<file path="config.mk">
export PLATFORM = sky130hd
export DESIGN_NAME = mem_stage
export DESIGN_NICKNAME = d
export VERILOG_FILES = /design/src/rtl/mem_pkg.sv /design/src/rtl/lsu_align.sv /design/src/rtl/mem_stage.sv
export SDC_FILE = /design/constraint.sdc
export NUM_CORES = 1
export LEC_CHECK = 0
export BUFFER_PORTS_ARGS = -buffer_cell sky130_fd_sc_hd__buf_2
export CORE_ASPECT_RATIO = 1.5
export CORE_UTILIZATION = 50
export DETAILED_ROUTE_END_ITERATION = 8
export PLACE_DENSITY = 0.88
export SYNTH_ARGS = -nofsm -noshare
export SYNTH_HDL_FRONTEND = slang
export SYNTH_SLANG_ARGS = --single-unit
</file>
<file path="constraint.sdc">
create_clock -name clk -period 3.1 [get_ports clk]
set_input_delay 0.155 -clock clk [delete_from_list [all_inputs] [get_ports clk]]
set_output_delay 0.155 -clock clk [all_outputs]
set_load 0.005 [all_outputs]
</file>
<file path="src/rtl/mem_pkg.sv">
// Shared constants and types for the memory stage.
// Access-size and load-result encodings.
package mem_pkg;

   localparam logic [2:0] F3_B  = 3'b000;
   localparam logic [2:0] F3_H  = 3'b001;
   localparam logic [2:0] F3_W  = 3'b010;
   localparam logic [2:0] F3_BU = 3'b100;
   localparam logic [2:0] F3_HU = 3'b101;

   localparam logic [1:0] RESULT_SRC_MEM = 2'b01;

   typedef enum logic {BEAT0, BEAT1} mem_state_t;

   function automatic logic [2:0] acc_bytes(input logic [2:0] f3);
      logic [2:0] n;
      n = 3'd4;
      if (f3[1:0] == F3_B[1:0]) n = 3'd1;
      else if (f3[1:0] == F3_H[1:0]) n = 3'd2;
      return n;
   endfunction

endpackage

</file>
<file path="src/rtl/lsu_align.sv">
// Lane alignment for loads and stores: byte enables, shifted
// store data and extracted/extended load data.
module lsu_align
   import mem_pkg::*;
(
   input  logic [1:0]  i_a,
   input  logic [2:0]  i_funct3,
   input  logic [31:0] i_wdata,
   input  logic [63:0] i_rdata,
   output logic [3:0]  o_be0,
   output logic [3:0]  o_be1,
   output logic [63:0] o_wdata,
   output logic [31:0] o_rdata
);

   logic [7:0]  w_mask;
   logic [31:0] w_sh;
   logic [4:0]  w_bits;

   assign w_bits = {i_a, 3'b000};

   always_comb begin
      w_mask = 8'h0F;
      if (i_funct3[1:0] == F3_B[1:0]) w_mask = 8'h01;
      else if (i_funct3[1:0] == F3_H[1:0]) w_mask = 8'h03;
      {o_be1, o_be0} = w_mask << i_a;
   end

   assign o_wdata = {32'b0, i_wdata} << w_bits;
   assign w_sh    = 32'(i_rdata >> w_bits);

   always_comb begin
      o_rdata = w_sh;
      if (i_funct3[1:0] == F3_B[1:0])
         o_rdata = i_funct3[2] ? {24'b0, w_sh[7:0]}
                               : {{24{w_sh[7]}}, w_sh[7:0]};
      else if (i_funct3[1:0] == F3_H[1:0])
         o_rdata = i_funct3[2] ? {16'b0, w_sh[15:0]}
                               : {{16{w_sh[15]}}, w_sh[15:0]};
   end

endmodule

</file>
<file path="src/rtl/mem_stage.sv">
// Memory stage: EX/MEM latch plus a two-beat load/store unit
// that splits misaligned accesses into aligned memory beats.
module mem_stage
   import mem_pkg::*;
#(
   parameter int D_WIDTH = 32
) (
   input  logic               clk,
   input  logic               rst,
   input  logic               reg_write_e,
   input  logic [1:0]         result_src_e,
   input  logic               mem_write_e,
   input  logic [D_WIDTH-1:0] alu_result_e,
   input  logic [D_WIDTH-1:0] write_data_e,
   input  logic [4:0]         rd_e,
   input  logic [D_WIDTH-1:0] pc_plus_4e,
   input  logic [2:0]         funct3_e,
   output logic               mem_req,
   output logic               mem_we,
   output logic [D_WIDTH-1:0] mem_addr,
   output logic [D_WIDTH-1:0] mem_wdata,
   output logic [3:0]         mem_be,
   input  logic [D_WIDTH-1:0] mem_rdata,
   input  logic               mem_ready,
   output logic               reg_write_m,
   output logic [1:0]         result_src_m,
   output logic [D_WIDTH-1:0] alu_result_m,
   output logic [D_WIDTH-1:0] read_data_m,
   output logic [4:0]         rd_m,
   output logic [D_WIDTH-1:0] pc_plus_4m,
   output logic               stall_m
);

   logic               r_reg_write;
   logic [1:0]         r_result_src;
   logic               r_mem_write;
   logic [D_WIDTH-1:0] r_alu_result;
   logic [D_WIDTH-1:0] r_write_data;
   logic [4:0]         r_rd;
   logic [D_WIDTH-1:0] r_pc_plus_4;
   logic [2:0]         r_funct3;
   logic [D_WIDTH-1:0] r_hold0;
   mem_state_t         r_state;

   mem_state_t         w_state_nxt;
   logic               w_mem_op;
   logic               w_split;
   logic               w_cap0;
   logic               w_done;
   logic [2:0]         w_end;
   logic [D_WIDTH-1:0] w_base;
   logic [3:0]         w_be0;
   logic [3:0]         w_be1;
   logic [63:0]        w_wd64;
   logic [63:0]        w_rd64;
   logic [D_WIDTH-1:0] w_rdata;

   always_ff @(posedge clk) begin
      if (rst) begin
         r_reg_write  <= 1'b0;
         r_result_src <= 2'b00;
         r_mem_write  <= 1'b0;
         r_alu_result <= '0;
         r_write_data <= '0;
         r_rd         <= '0;
         r_pc_plus_4  <= '0;
         r_funct3     <= '0;
      end else if (!stall_m) begin
         r_reg_write  <= reg_write_e;
         r_result_src <= result_src_e;
         r_mem_write  <= mem_write_e;
         r_alu_result <= alu_result_e;
         r_write_data <= write_data_e;
         r_rd         <= rd_e;
         r_pc_plus_4  <= pc_plus_4e;
         r_funct3     <= funct3_e;
      end
   end

   always_ff @(posedge clk) begin
      if (rst) begin
         r_state <= BEAT0;
         r_hold0 <= '0;
      end else begin
         r_state <= w_state_nxt;
         if (w_cap0) r_hold0 <= mem_rdata;
      end
   end

   assign w_mem_op = r_mem_write | (r_result_src == RESULT_SRC_MEM);
   assign w_end    = {1'b0, r_alu_result[1:0]} + acc_bytes(r_funct3);
   assign w_split  = (w_end > 3'd4);
   assign w_base   = {r_alu_result[D_WIDTH-1:2], 2'b00};

   always_comb begin
      w_state_nxt = r_state;
      w_cap0      = 1'b0;
      w_done      = 1'b0;
      mem_req     = 1'b0;
      mem_addr    = '0;
      mem_be      = '0;
      mem_wdata   = '0;
      unique case (r_state)
         BEAT0: begin
            mem_req = w_mem_op;
            if (w_mem_op) begin
               mem_addr  = w_base;
               mem_be    = w_be0;
               mem_wdata = w_wd64[31:0];
               if (mem_ready && w_split) begin
                  w_cap0      = 1'b1;
                  w_state_nxt = BEAT1;
               end else if (mem_ready) begin
                  w_done = 1'b1;
               end
            end
         end
         BEAT1: begin
            mem_req   = 1'b1;
            mem_addr  = w_base + 32'd4;
            mem_be    = w_be1;
            mem_wdata = w_wd64[63:32];
            if (mem_ready) begin
               w_done      = 1'b1;
               w_state_nxt = BEAT0;
            end
         end
      endcase
   end

   // Second beat pairs the held first word with the live one.
   assign w_rd64 = (r_state == BEAT1) ? {mem_rdata, r_hold0}
                                      : {32'b0, mem_rdata};

   lsu_align u_align (
      .i_a      (r_alu_result[1:0]),
      .i_funct3 (r_funct3),
      .i_wdata  (r_write_data),
      .i_rdata  (w_rd64),
      .o_be0    (w_be0),
      .o_be1    (w_be1),
      .o_wdata  (w_wd64),
      .o_rdata  (w_rdata)
   );

   assign mem_we       = r_mem_write;
   assign stall_m      = w_mem_op & ~w_done;
   assign reg_write_m  = r_reg_write & ~stall_m;
   assign read_data_m  = w_done ? w_rdata : '0;
   assign result_src_m = r_result_src;
   assign alu_result_m = r_alu_result;
   assign rd_m         = r_rd;
   assign pc_plus_4m   = r_pc_plus_4;

endmodule

</file>
==> flow_metrics.tcl, run 1 <==
set metrics [dict create \
    max_stage_delay_ns 0.52 \
    routed_wl_um 30600 \
    placementRows 56 \
    first_iter_violations 829 \
    seqCellArea_sq_um 2830 \
    min_from "mem_rdata[25]" \
    grt_max_degree 83 \
    fp.dieW_um 106 \
    hold_slack_ns 0.0193 \
    gp_congestion 0.894 \
    power.density_nw_per_um2 495 \
    final_nets 1580 \
    fillerInstances 1073 \
    synthArstFlopShare 0 \
    fmaxAchievable_mhz 328 \
    yosys.area.top_type "dfxtp_1" \
    io-pin-count 318 \
    dieArea_sq_um 16700 \
    ctsLongestPathBuffers 2 \
    period_needed_ns 3.05 \
    cts_max_level 4 \
    path_buf_inv 5 \
    startpoint_type "flop" \
    synth-seq-cells 141 \
    crit_fanout 8 \
    syn_inst 1044 \
    final_cell_count_no_fill 1652 \
    die_h_um 158 \
    cts_buffers 17 \
    antenna_found_initial 3 \
    clk_latency_ns 0.41 \
    crit_chain "or2_4 -> inv_2 -> ha_1 -> inv_1 -> fa_2 -> and2_4 -> o31ai_4 -> buf_6 -> nand2b_4 -> buf_12 -> a211oi_1 -> buf_2" \
    cts_tree "built" \
    setup-tns-final_ns 0 \
    maxCapViolations 0 \
    drc 0 \
    grt_pass1_wl_um 47200 \
    slew_violations 0 \
    ys.flop_type "dfxtp_1" \
    avgViaCountPerCell 5.97 \
    overflow 0 \
    rrSetupSlack_ns 0.23 \
    yosysTopAreaCellShare 0.349 \
    post_dp_cell_area_sq_um 9780 \
    outcome "completed" \
    clkSinkCount 141 \
    yosysWarnings 0 \
    skew_ns 0.0170 \
    clock-root-buffer "clkbuf_16" \
    yosys-top-cells-area "dfxtp_1, nand2_1, mux2i_1" \
    wire_per_inst_um 18.5 \
    grt_pass1_vias 9637 \
    leakagePower_nw 5.33 \
    final_area_sq_um 11700 \
    yosys-top-cells-count "nand2_1, a21oi_1, dfxtp_1" \
    dp_hpwl_um 18100 \
    syn_area_sq_um 8080 \
    start_util 0.515 \
    critical-path-slowest-cell "fa_2" \
    track_usage 0.358 \
    final_layout_size_suffix_gt1_frac 0.311 \
    dp_cells 1505 \
    multi_input_area_sq_um 4890 \
    period_share 0.985 \
    vias 9856 \
    port-buffer-count 315 \
    ys_seq_area_frac 0.349 \
    synth_enable_flop_cells 0 \
    synth.distinct_cells 47 \
    clk_pin_slew_ns 0.06 \
    core_sq_um 15700 \
    crit_type "reg2out" \
    antenna_left 0 \
    required_ns 2.94 \
    avgSynthCellArea_sq_um 7.74 \
    finalSetupViolations 0 \
    crit_family "adder cells" \
    first_pass_iters 8 \
    slew_headroom 0.390 \
    cp-end-kind "output port" \
    critPathArrivalTime_ns 2.90 \
    timing.rr.start "r_funct3[1]" \
    peakVddDrop_v 0.000501 \
    yosys.cell_count.top_type "nand2_1" \
    final-hold-violation-count 0 \
    fin_util 0.746 \
    areaGrowthSynthToFinish_pct 45.0 \
    worst_slew_pin_slew_ns 0.915 \
    hold_path_class "in2reg" \
    critPathLaunch "r_funct3[0]" \
]
-- registers in the layout (all words and copies together) (netlist names), 2 cells and up --
| signal | count |
|---|---|
| alu_result_m | 32 |
| r_write_data | 32 |
| result_src_m | 2 |
| rd_m | 5 |
| r_funct3 | 3 |
| r_hold0 | 32 |
| pc_plus_4m | 32 |
-- repair_timing --
action | in CTS | in global routing
setup endpoints to repair | 34 | 42
hold buffers | 104 | 0
pin swaps | 1 | 1
cloned | 4 | 1
endpoints found under the hold margin | 104 | 0
buffers inserted | 2 | 1
resized for setup | 10 | 16
-- metal layers --
layer	up-vias	part of all wire	track usage
li1	4417	-	-
met3	184	0.087	0.0922
met5	-	0.00033	0
met1	4598	0.35	0.380
met2	655	0.50	0.613
met4	2	0.063	0.263
-- worst register-to-register path, cell delays in order, from the launching register on --
cell       delay, ns
dfxtp_1         0.34
buf_4           0.27
inv_1           0.10
nand2_1         0.12
fa_2            0.45
and2_4          0.19
o31ai_4         0.21
buf_6           0.16
o21ai_4         0.10
clkinv_4        0.09
buf_4           0.18
bufbuf_16       0.35
nand2_1         0.08
a21oi_1         0.17
-- through the flow --
step | setup WS [ns] | power (mW)
final | 0.0476 | 5.80
after global routing | -0.0484 | 6.04
after CTS | 0.000467 | 5.72
after detailed placement | -0.0159 | 3.43
after floorplan | 0.205 | 2.90
after global placement | 0.143 | 3.39
-- cell usage in the layout (no fill, tap or decap), types with 7 or more instances in the layout --
| master | count |
|---|---|
| buf_2 | 314 |
| nand2_1 | 312 |
| a21oi_1 | 146 |
| dfxtp_1 | 138 |
| dlygate4sd3_1 | 104 |
| mux2i_1 | 76 |
| nor2_1 | 48 |
| o21ai_0 | 34 |
| buf_4 | 24 |
| mux4_2 | 22 |
| and3_1 | 20 |
| clkbuf_16 | 18 |
| nand3_1 | 17 |
| mux2_2 | 17 |
| o22ai_1 | 13 |
| o211ai_1 | 11 |
| o31ai_1 | 11 |
| a22o_1 | 11 |
| a22oi_1 | 8 |
| nand4_1 | 7 |
| inv_1 | 7 |
| o221ai_1 | 7 |
-- cells by family (layout without fill, tap and decap cells) --
group                    count (synthesis)  count (layout)  synth area share
AND/OR/NAND/NOR                        424             424             0.216
adder cells (fa/ha/maj)                  4               4           0.00712
flip-flops                             141             141             0.349
other                                    1               6          0.000464
multiplexers                           115             115             0.179
AO/OA/AOI/OAI                          260             260             0.188
XOR/XNOR                                 3               3           0.00325
buffers and inverters                   96             496            0.0559
-- layout make-up --
| class | instances | share of cell area |
|---|---|---|
| inverter | 10 | 0.00363 |
| tap | 203 | 0.0217 |
| clock inverter | 14 | 0.0155 |
| timing repair buffer | 455 | 0.263 |
| antenna | 4 | 0.000854 |
| sequential | 141 | 0.242 |
| clock buffer | 17 | 0.0363 |
| multi-input combinational | 808 | 0.417 |
-- where the power goes --
part | leakage, nW | switching, mW | internal (mW)
registers | 1.17 | 0.145 | 1.95
clock network | 0.289 | 0.828 | 1.28
logic | 3.88 | 0.862 | 0.732
-- path summary, 6_finish.rpt --
check,endpoint,cells past startpoint
max,read_data_m[31],12
min,r_hold0[25],3
max reg2reg,alu_result_m[28],13
min reg2reg,pc_plus_4m[24],2
(Power assumes the default switching activity.)
==> inputs of run 2 (changes only) <==
--- a/constraint.sdc
+++ b/constraint.sdc
@@ -3,2 +3,2 @@
 set_output_delay 0.155 -clock clk [all_outputs]
-set_load 0.005 [all_outputs]
+set_load 0.02 [all_outputs]
==> flow_metrics.tcl, run 2 (synthesis results as in run 1) <==
set metrics [dict create \
    outcome "completed" \
    period_needed_ns 3.04 \
    intPower_mw 3.83 \
    avgViaCountPerCell 6.01 \
    grt_pass1_wl_um 45000 \
    critPathArrivalTime_ns 2.89 \
    drc 0 \
    placementRows 56 \
    antenna_left 0 \
    cts_buffers 17 \
    dieArea_sq_um 16700 \
    pwr-share-seq 0.359 \
    areaGrowthSynthToFinish_pct 40.2 \
    port-buffer-count 315 \
    routed_wl_um 30000 \
    crit_fanout 16 \
    final-hold-violation-count 0 \
    cp-end-kind "output port" \
    critical-path-slowest-cell "fa_2" \
    power.switching_mw 2.02 \
    wl_met3_um 2590 \
    worst_slew_pin_slew_ns 0.629 \
    clk_pin_slew_ns 0.06 \
    final.setup.worst_slack_ns 0.0555 \
    first_iter_violations 864 \
    drt-met1-wl_um 10400 \
    swShare 0.345 \
    finalSetupViolations 0 \
    io-pin-count 318 \
    layout.cells.most_common "nand2_1" \
    pwr-share-clk 0.345 \
    rsz0062_at_grt "true" \
    power.density_nw_per_um2 517 \
    min_from "pc_plus_4e[27]" \
    final_area_sq_um 11300 \
    cts_tree "built" \
    gp_congestion 0.884 \
    startpoint_type "flop" \
    fp.dieW_um 106 \
    crit_type "reg2out" \
    first_pass_iters 8 \
    critPathLaunch "r_funct3[0]" \
    period_share 0.982 \
    skew_ns 0.0115 \
    cts_max_level 4 \
    core_sq_um 15700 \
    post_dp_cell_area_sq_um 9780 \
    grt_max_degree 85 \
    layout_common_cells "nand2_1, buf_2, a21oi_1, dfxtp_1, dlygate4sd3_1" \
    fmaxAchievable_mhz 328 \
    timing.rr.start "r_funct3[0]" \
    required_ns 2.94 \
    overflow 0 \
    grt_pass1_vias 9275 \
    start_util 0.515 \
    leakagePower_nw 5.14 \
    crit_chain "or2_2 -> inv_2 -> ha_1 -> inv_1 -> fa_2 -> and2_4 -> o31ai_4 -> nand2b_1 -> buf_8 -> a211oi_1 -> buf_2" \
    maxCapViolations 0 \
    clkSinkCount 141 \
    slew_violations 0 \
    final_nets 1551 \
    final_layout_size_suffix_gt1_frac 0.316 \
    hold_path_class "in2reg" \
    max_stage_delay_ns 0.51 \
    antenna_found_initial 3 \
    die_h_um 158 \
    dr_wl_met2_um 15300 \
    vias 9749 \
    dp_hpwl_um 18300 \
    post-place-ws_ns 0.0759 \
    clk_latency_ns 0.41 \
    clock-root-buffer "clkbuf_16" \
    ctsLongestPathBuffers 2 \
    slew_headroom 0.579 \
    wire_per_inst_um 18.5 \
    peakVddDrop_v 0.000431 \
    pwr-share-comb 0.296 \
    route.top_layer_used "met5" \
    track_usage 0.337 \
]
run 2: changes by cell type in the layout (fill, tap and decap cells not counted), moves of 2 or more:
cell	before	now
dlygate4sd3_1	104	80
bufbuf_16	4	0
buf_2	314	311
clkinv_2	1	4
clkinv_4	3	0
diode_2	4	2
nor2_2	1	3
run 2: critical path: cells and delay by family, from the launching register on:
family | cells | cell delay (ns)
adders and majority gates | 2 | 0.65
buffers and inverters | 4 | 0.53
AOI/OAI and AO/OA | 2 | 0.31
and+or+nand+nor | 3 | 0.68
DFF | 1 | 0.30
run 2: cell type report:
class / count / area (sq um)
Antenna cell: 2 / 5.00
Clock buffer: 18 / 439
Clock inverter: 13 / 139
Fill cell: 1174 / 4370
Inverter: 10 / 42.5
Multi-Input combinational cell: 808 / 4880
Sequential cell: 141 / 2830
Tap cell: 203 / 254
Timing Repair Buffer: 426 / 2730
run 2: metrics by stage:
step | util | hold slack [ns] | std cells | TNS (ns) | power [mW]
global route | 0.721 | 0.0000641 | 1621 | -0.194 | 6.07
CTS | 0.713 | 0.000108 | 1614 | 0 | 5.76
global placement | 0.623 | 0.399 | 1503 | 0 | 3.62
floorplan | - | 0.295 | 1045 | 0 | 3.13
finish | 0.721 | 0.00790 | 1621 | 0 | 5.85
detailed placement | 0.623 | 0.404 | 1503 | 0 | 3.66
run 2: final timing paths:
kind | cells after the start | slack, ns | endpoint
setup reg to reg | 12 | 0.36 | pc_plus_4m[24]
hold reg to reg | 2 | 0.45 | pc_plus_4m[20]
setup / recovery | 11 | 0.06 | read_data_m[20]
hold / removal | 3 | 0.008 | pc_plus_4m[27]
run 2: repair_timing:
action,4_1_cts,5_1_grt
pin swaps,1,0
resized for setup,11,15
endpoints found under the hold margin,79,1
setup buffers,1,2
gates cloned,0,2
hold buffers,79,1
endpoints found under the setup margin,42,42
run 2: power groups by stage:
| stage | combinational (mW) | clock [mW] | sequential [mW] |
|---|---|---|---|
| 2_1_floorplan | 0.930 | 0 | 2.20 |
| 3_3_place_gp | 1.50 | 0 | 2.12 |
| 3_5_place_dp | 1.53 | 0 | 2.13 |
| 4_1_cts | 1.63 | 2.03 | 2.09 |
| 5_1_grt | 1.85 | 2.11 | 2.12 |
| 6_report | 1.73 | 2.02 | 2.10 |
run 2: routing by layer:
metal,vias to the layer above,track usage
met5,-,0
li1,4371,-
met2,702,0.590
met3,162,0.0766
met4,2,0.220
met1,4512,0.365
